`src/rtl/flappy_game_ctrl.sv`:
```
// FlappyBox round sequencer: IDLE -> PLAY -> HIT -> OVER, motion/flap gating,
// and BCD score / high score. Every output comes straight from a register.
module flappy_game_ctrl #(
   parameter int HIT_FRAMES   = 60,
   parameter int GRACE_FRAMES = 30
) (
   input  logic        i_clk,
   input  logic        i_reset,
   input  logic        i_frame_tick,
   input  logic        i_btn_flap,
   input  logic        i_collision,
   input  logic        i_obstacle_pass,
   output logic [1:0]  o_state,
   output logic        o_game_init,
   output logic        o_move_en,
   output logic        o_flap_en,
   output logic [11:0] o_score,
   output logic [11:0] o_hi_score
);

   typedef enum logic [1:0] {
      ST_IDLE = 2'd0,
      ST_PLAY = 2'd1,
      ST_HIT  = 2'd2,
      ST_OVER = 2'd3
   } state_t;

   localparam logic [7:0] C_HIT_FRAMES   = 8'(HIT_FRAMES);
   localparam logic [7:0] C_GRACE_FRAMES = 8'(GRACE_FRAMES);

   state_t      r_state;
   logic [7:0]  r_cnt;
   logic [11:0] r_score;
   logic [11:0] r_hi_score;
   logic        r_game_init;
   logic        r_move_en;
   logic        r_flap_en;

   logic [11:0] w_score_inc;
   logic        w_carry;
   logic        w_hit;

   // Ripple a +1 through the BCD digits; a carry out of the top digit means 999.
   always_comb begin
      w_score_inc = r_score;
      w_carry     = 1'b1;
      for (int i = 0; i < 3; i++) begin
         if (w_carry) begin
            if (r_score[4*i +: 4] == 4'd9) begin
               w_score_inc[4*i +: 4] = 4'd0;
            end else begin
               w_score_inc[4*i +: 4] = r_score[4*i +: 4] + 4'd1;
               w_carry = 1'b0;
            end
         end
      end
   end

   // Collision only counts on a frame tick, once the grace window is spent.
   assign w_hit = i_frame_tick && i_collision && (r_cnt == 8'd0);

   always_ff @(posedge i_clk or posedge i_reset) begin
      if (i_reset) begin
         r_state     <= ST_IDLE;
         r_cnt       <= 8'd0;
         r_score     <= 12'h000;
         r_hi_score  <= 12'h000;
         r_game_init <= 1'b0;
         r_move_en   <= 1'b0;
         r_flap_en   <= 1'b0;
      end else begin
         r_game_init <= 1'b0;
         r_move_en   <= 1'b0;
         r_flap_en   <= 1'b0;
         case (r_state)
            ST_IDLE: begin
               if (i_btn_flap) begin
                  r_state     <= ST_PLAY;
                  r_game_init <= 1'b1;
                  r_score     <= 12'h000;
                  r_cnt       <= C_GRACE_FRAMES;
               end
            end
            ST_PLAY: begin
               if (w_hit) begin
                  r_state <= ST_HIT;
                  r_cnt   <= C_HIT_FRAMES;
               end else begin
                  if (i_frame_tick) begin
                     r_move_en <= 1'b1;
                     if (r_cnt != 8'd0)
                        r_cnt <= r_cnt - 8'd1;
                  end
                  if (i_btn_flap)
                     r_flap_en <= 1'b1;
                  if (i_obstacle_pass && !w_carry)
                     r_score <= w_score_inc;
               end
            end
            ST_HIT: begin
               if (i_frame_tick) begin
                  if (r_cnt <= 8'd1) begin
                     r_state <= ST_OVER;
                     if (r_score > r_hi_score)
                        r_hi_score <= r_score;
                  end else begin
                     r_cnt <= r_cnt - 8'd1;
                  end
               end
            end
            ST_OVER: begin
               if (i_btn_flap)
                  r_state <= ST_IDLE;
            end
            default: r_state <= ST_IDLE;
         endcase
      end
   end

   assign o_state     = r_state;
   assign o_game_init = r_game_init;
   assign o_move_en   = r_move_en;
   assign o_flap_en   = r_flap_en;
   assign o_score     = r_score;
   assign o_hi_score  = r_hi_score;

endmodule

```
`config.mk`:
```
export PLATFORM = sky130hd
export DESIGN_NAME = flappy_game_ctrl
export DESIGN_NICKNAME = d
export VERILOG_FILES = /design/src/rtl/flappy_game_ctrl.sv
export SDC_FILE = /design/constraint.sdc
export NUM_CORES = 1
export LEC_CHECK = 0
export ABC_CLOCK_PERIOD_IN_PS = 6560
export BUFFER_PORTS_ARGS = -buffer_cell sky130_fd_sc_hd__clkbuf_2
export CAP_MARGIN = 20
export CORE_MARGIN = 2
export CORE_UTILIZATION = 55
export CTS_BUF_LIST = sky130_fd_sc_hd__clkbuf_4 sky130_fd_sc_hd__clkbuf_8 sky130_fd_sc_hd__clkbuf_16
export CTS_CLUSTER_SIZE = 25
export DETAILED_ROUTE_END_ITERATION = 10
export PLACE_DENSITY = 0.77
export SKIP_CTS_REPAIR_TIMING = 1
export SLEW_MARGIN = 20
export SYNTH_ARGS = -nofsm -noshare
export SYNTH_HDL_FRONTEND = slang
export SYNTH_SLANG_ARGS = --single-unit
```
`constraint.sdc`:
```
create_clock -name i_clk -period 6.56 [get_ports i_clk]
set_clock_uncertainty 0.15 [all_clocks]
set_input_delay 0 -clock i_clk [delete_from_list [all_inputs] [get_ports i_clk]]
set_output_delay 0 -clock i_clk [all_outputs]
set_load 0.02 [all_outputs]
```
# == Yosys cells after proc, flatten, opt, wreduce, memory -nomap -nowiden ==
# Cells that the tools add are included.
# totals
latch_bits,0
n_memories,0
mem_bits_ro,0
ram_bits,0
register_bits,37
# classes
mux,34
add_sub_neg,4
n_bitwise,0
reduce_logical,15
shift,0
n_eq_ne,18
n_lt_le_gt_ge,2
div,0
n_mul,0
# ops
cell,count
8-bit two-way mux,6
12-bit two-way mux,3
12-bit case mux with 2 select lines,1
8-bit case mux with 3 select lines,1
4-bit two-way mux,5
"2-bit != test, second input constant",8
5-bit AND reduction,3
"4-bit by 1-bit adder with 4-bit output, second input constant",3
"4-bit == test, second input constant",3
12-bit greater-than comparator,1
1-bit two-way mux,12
2-bit two-way mux,5
"8-bit by 1-bit <= comparator with 1-bit output, second input constant",1
8-bit logical NOT,1
2-bit case mux with 4 select lines,1
4-bit AND reduction,2
8-bit nonzero test,1
"8-bit by 1-bit subtractor with 8-bit output, second input constant",1
"3-bit != test, second input constant",2
6-bit AND reduction,1
"2-bit == test, second input constant",2
"2-bit by 1-bit != test with 1-bit output, second input constant",2
1-bit logical AND,3
3-bit nonzero test,1
other kinds (4),4

# == Depth between registers and ports, before layout ==
# logic_depth
ltp_word,9
ltp_mapped,9
depth_no_buf,7

# == Worst setup path before layout ==
# Ideal clock, no wire load.
# synth_path
kind,reg2reg
from,"reg r_score[2], in the netlist o_score[2]"
to,"reg r_hi_score[11], in the netlist o_hi_score[11]"
arrival_time_ns,2.152
period_less_slack_ns,2.427
path_stages_with_launch,8
setup_slack_ns,4.133
setup_ns,0.125
path_buffers,1
required_time_ns,6.285
path_cell_list,dfrtp_1 > ha_1 > a21oi_1 > o221ai_1 > a221o_1 > o21ai_1 > buf_4 > mux2_2
# synth_between
elab_chain_cells,2
# synth_rtl
item,line_no,text
start: declaration,33,logic [11:0] r_score;
start signal: assignment,97,r_score <= w_score_inc;
12-bit greater-than comparator,104,if (r_score > r_hi_score)
4-bit AND reduction (no line),--,
end signal: assignment,105,r_hi_score <= r_score;
end: declaration,34,logic [11:0] r_hi_score;
# No other way between the ends.
# A chain may end at the register's enable or synchronous reset.

# == Worst setup path in the final report ==
# layout_path
from,"reg r_state[1], in the netlist o_state[1]"
to,reg r_cnt[7]
# layout_between
elab_chain_cells,3
# layout_rtl
item,line_no,text
start: declaration,31,state_t r_state;
start signal: assignment,64,r_state <= ST_IDLE;
start signal: assignment,78,r_state <= ST_PLAY;
start signal: assignment,86,r_state <= ST_HIT;
"2-bit by 1-bit == test with 1-bit output, or another cell as far along",75,case (r_state)
"3-bit != test (no line), or another cell as far along",--,
6-bit AND reduction (no line),--,
end signal: assignment,92,r_cnt <= r_cnt - 8'd1;
end signal: assignment,107,r_cnt <= r_cnt - 8'd1;
end: declaration,32,logic [7:0] r_cnt;
# Several ways; a longest one is shown, not always the timed one.

==> results.yml <==
run_status:
  status: "complete, no violations"
setup_path:
  worstSetupEndpointType: "register"
  crit_fanout: 16
  worstPathArrival_ns: 2.81
  crit_path_start_kind: "register"
  regToRegSetupSlack_ns: 3.79
  r2r_start: "o_state[1]"
  startpoint: "o_state[1]"
  required_ns: 6.60
  critical_path_class: "register to register"
placement:
  gp_congestion: 0.855
  dp.cells: 312
  hpwl_um: 3540
  io_buffers: 34
grt:
  grt_max_degree: 38
  track_usage_pct: 20.5
  antenna_found_initial: 0
  grt_overflow: 0
  grt_pass1_wl_um: 7980
  grt_pass1_vias: 1765
layout:
  nFillCells: 346
  layout_commonest_cell: "dfrtp_1"
  antenna_cells: 0
  synthToLayoutAreaGrowth_pct: 15.7
  fin_cells: 323
  drive_gt1_share_pct: 22.3
  nets: 303
  layout_common_cells: "37 x dfrtp_1, 34 x clkbuf_2, 27 x inv_1, 25 x ha_1"
clocking:
  cts_tree: "yes"
  root_buffer: "clkbuf_8"
  numCtsBuffers: 5
  cts_buffer_depth: 2
  clk_pin_slew_ns: 0.07
  htreeDepth: 2
  clk_latency_ns: 0.30
  cts_sinks: 37
floorplanning:
  core_area_mm2: 0.00403
  fp-row-count: 23
  dieWidth_um: 69.1
  dieArea_mm2: 0.00477
  die_h_um: 69.1
  start_util_pct: 57.8
  boundaryPins: 35
sta:
  fin_crit_sh_pct: 42.2
  tns_ns: 0
  final-max-slew-violation-count: 0
  relSlewSlack_pct: 36.9
  setup_viol: 0
  whs_ns: 0.108
  tightest_slew_ns: 0.946
  rsz0062_at_grt: "no"
  max_freq_mhz: 361
  finalHoldViolCount: 0
  period_needed_ns: 2.77
synthesis:
  ys_warn_count: 0
  synth-simple-area-share_pct: 16.3
  synth_xor_area_share_pct: 0
  ys.flop_type: "dfrtp_1"
  synth_edf_count: 0
  synthesis.area_mm2: 0.00233
  synthCells: 231
  synthAdderAreaFrac_pct: 13.4
  syn_nets: 262
  yosysSeqAreaShare_pct: 39.7
  synth_area_per_cell_um2: 10.1
  ys_ff_latch: 37
  synth_top_family_by_area: "compound AO/OA/AOI/OAI gates"
  async_reset_ff_share_pct: 100
  ys_types: 49
  synth_compound_area_share_pct: 16.6
  muxShareOfSynthArea_pct: 8.32
hold_path:
  hp-start: "i_collision"
  hp-class: "primary input to register"
pwr:
  total_power_mw: 1.04
  ir_worst_vdd_mv: 0.267
  cellPowerDensity_mw_per_mm2: 387
  p_leak_nw: 1.41
routing:
  wire_per_inst_um: 14.9
  drt-initial-drc-count: 103
  vias: 1863
  viasPerCell: 5.77
  drt_first_pass_iters: 4
  detail-route-antenna-nets: 0
  remaining_drc_errors: 0
  wirelength_um: 4800
job:
  drv_cap: 0
-- where the power goes --
group / total (mW) / switching [mW] / internal (mW)
clock: 0.211 / 0.0826 / 0.128
sequential: 0.336 / 0.0591 / 0.277
combinational: 0.496 / 0.308 / 0.188
-- cell families after synthesis --
family                   after synthesis
multiplexers                          18
AND/OR/NAND/NOR                       66
AO/OA/AOI/OAI                         54
adder cells (fa/ha/maj)               25
buffers and inverters                 31
flip-flops                            37
-- state kept, by name, indices dropped and copies added, names as in the netlist --
| name | cells |
|---|---|
| o_hi_score | 12 |
| o_score | 12 |
| r_cnt | 8 |
| o_state | 2 |
| o_flap_en | 1 |
| o_game_init | 1 |
| o_move_en | 1 |
-- path summary, 6_finish.rpt --
kind / to / depth (start not counted)
setup / recovery: r_cnt[7] / 7
hold / removal: o_flap_en / 3
setup reg to reg: r_cnt[7] / 7
hold reg to reg: o_hi_score[4] / 1
max in group asynchronous: r_cnt[2] / 4
min in group asynchronous: o_hi_score[5] / 4
-- through the flow --
step | area [µm²] | setup WS [ns] | util [%]
after global routing | 2700 | 3.57 | 66.9
after detailed placement | 2540 | 3.58 | 63.1
final | 2700 | 3.79 | 66.9
after CTS | 2660 | 3.55 | 66.1
after global placement | 2540 | 3.64 | 63.1
after floorplan | 2330 | 4.13 | -
-- cell usage after synthesis (2+ instances only) --
cell,count,area [µm²]
o221ai_1,2,17.5
nor3_1,5,25.0
o41ai_1,2,17.5
and3_1,4,25.0
nand4_1,2,12.5
o41ai_2,3,48.8
nand2b_1,4,25.0
or2_2,2,12.5
nand3_1,10,50.1
nor2_1,12,45.0
mux2_1,4,45.0
ha_1,25,313
nand3b_1,3,22.5
a21o_1,3,22.5
buf_2,2,10.0
mux2i_1,7,70.1
and2_1,3,18.8
dfrtp_1,37,926
a22oi_1,2,15.0
o21ai_0,12,60.1
o2bb2ai_1,3,26.3
nand2_1,12,45.0
o21ai_1,3,15.0
mux2_2,7,78.8
o31ai_1,3,22.5
inv_1,27,101
a21oi_1,10,50.1
-- area by class of cell --
cell class,count,area (µm²),area share [%]
Multi-Input combinational cell,163,1280,47.4
Timing Repair Buffer,38,208,7.71
Clock buffer,7,90.1,3.34
Tap cell,50,62.6,2.32
Sequential cell,37,926,34.4
Inverter,27,101,3.76
Clock inverter,1,30.0,1.11
-- per-layer routing --
| layer | share of wire [%] | vias up | wire length [µm] | GRT usage (%) |
|---|---|---|---|---|
| met3 | 3.8 | 8 | 182 | 4.97 |
| met1 | 44 | 906 | 2120 | 25.1 |
| met4 | 2.0 | 0 | 97 | 8.06 |
| met2 | 50 | 36 | 2400 | 34.5 |
| met5 | 0 | - | 0 | 0 |
| li1 | - | 913 | - | - |
-- critical path, stage by stage, from the launching register on --
cell	delay (ns)
dfrtp_1	0.42
inv_1	0.10
ha_1	0.46
inv_1	0.29
a41oi_1	0.46
nor2_1	0.10
or3b_1	0.46
o41ai_2	0.22
No activity file was read; power rests on OpenSTA's default activity.
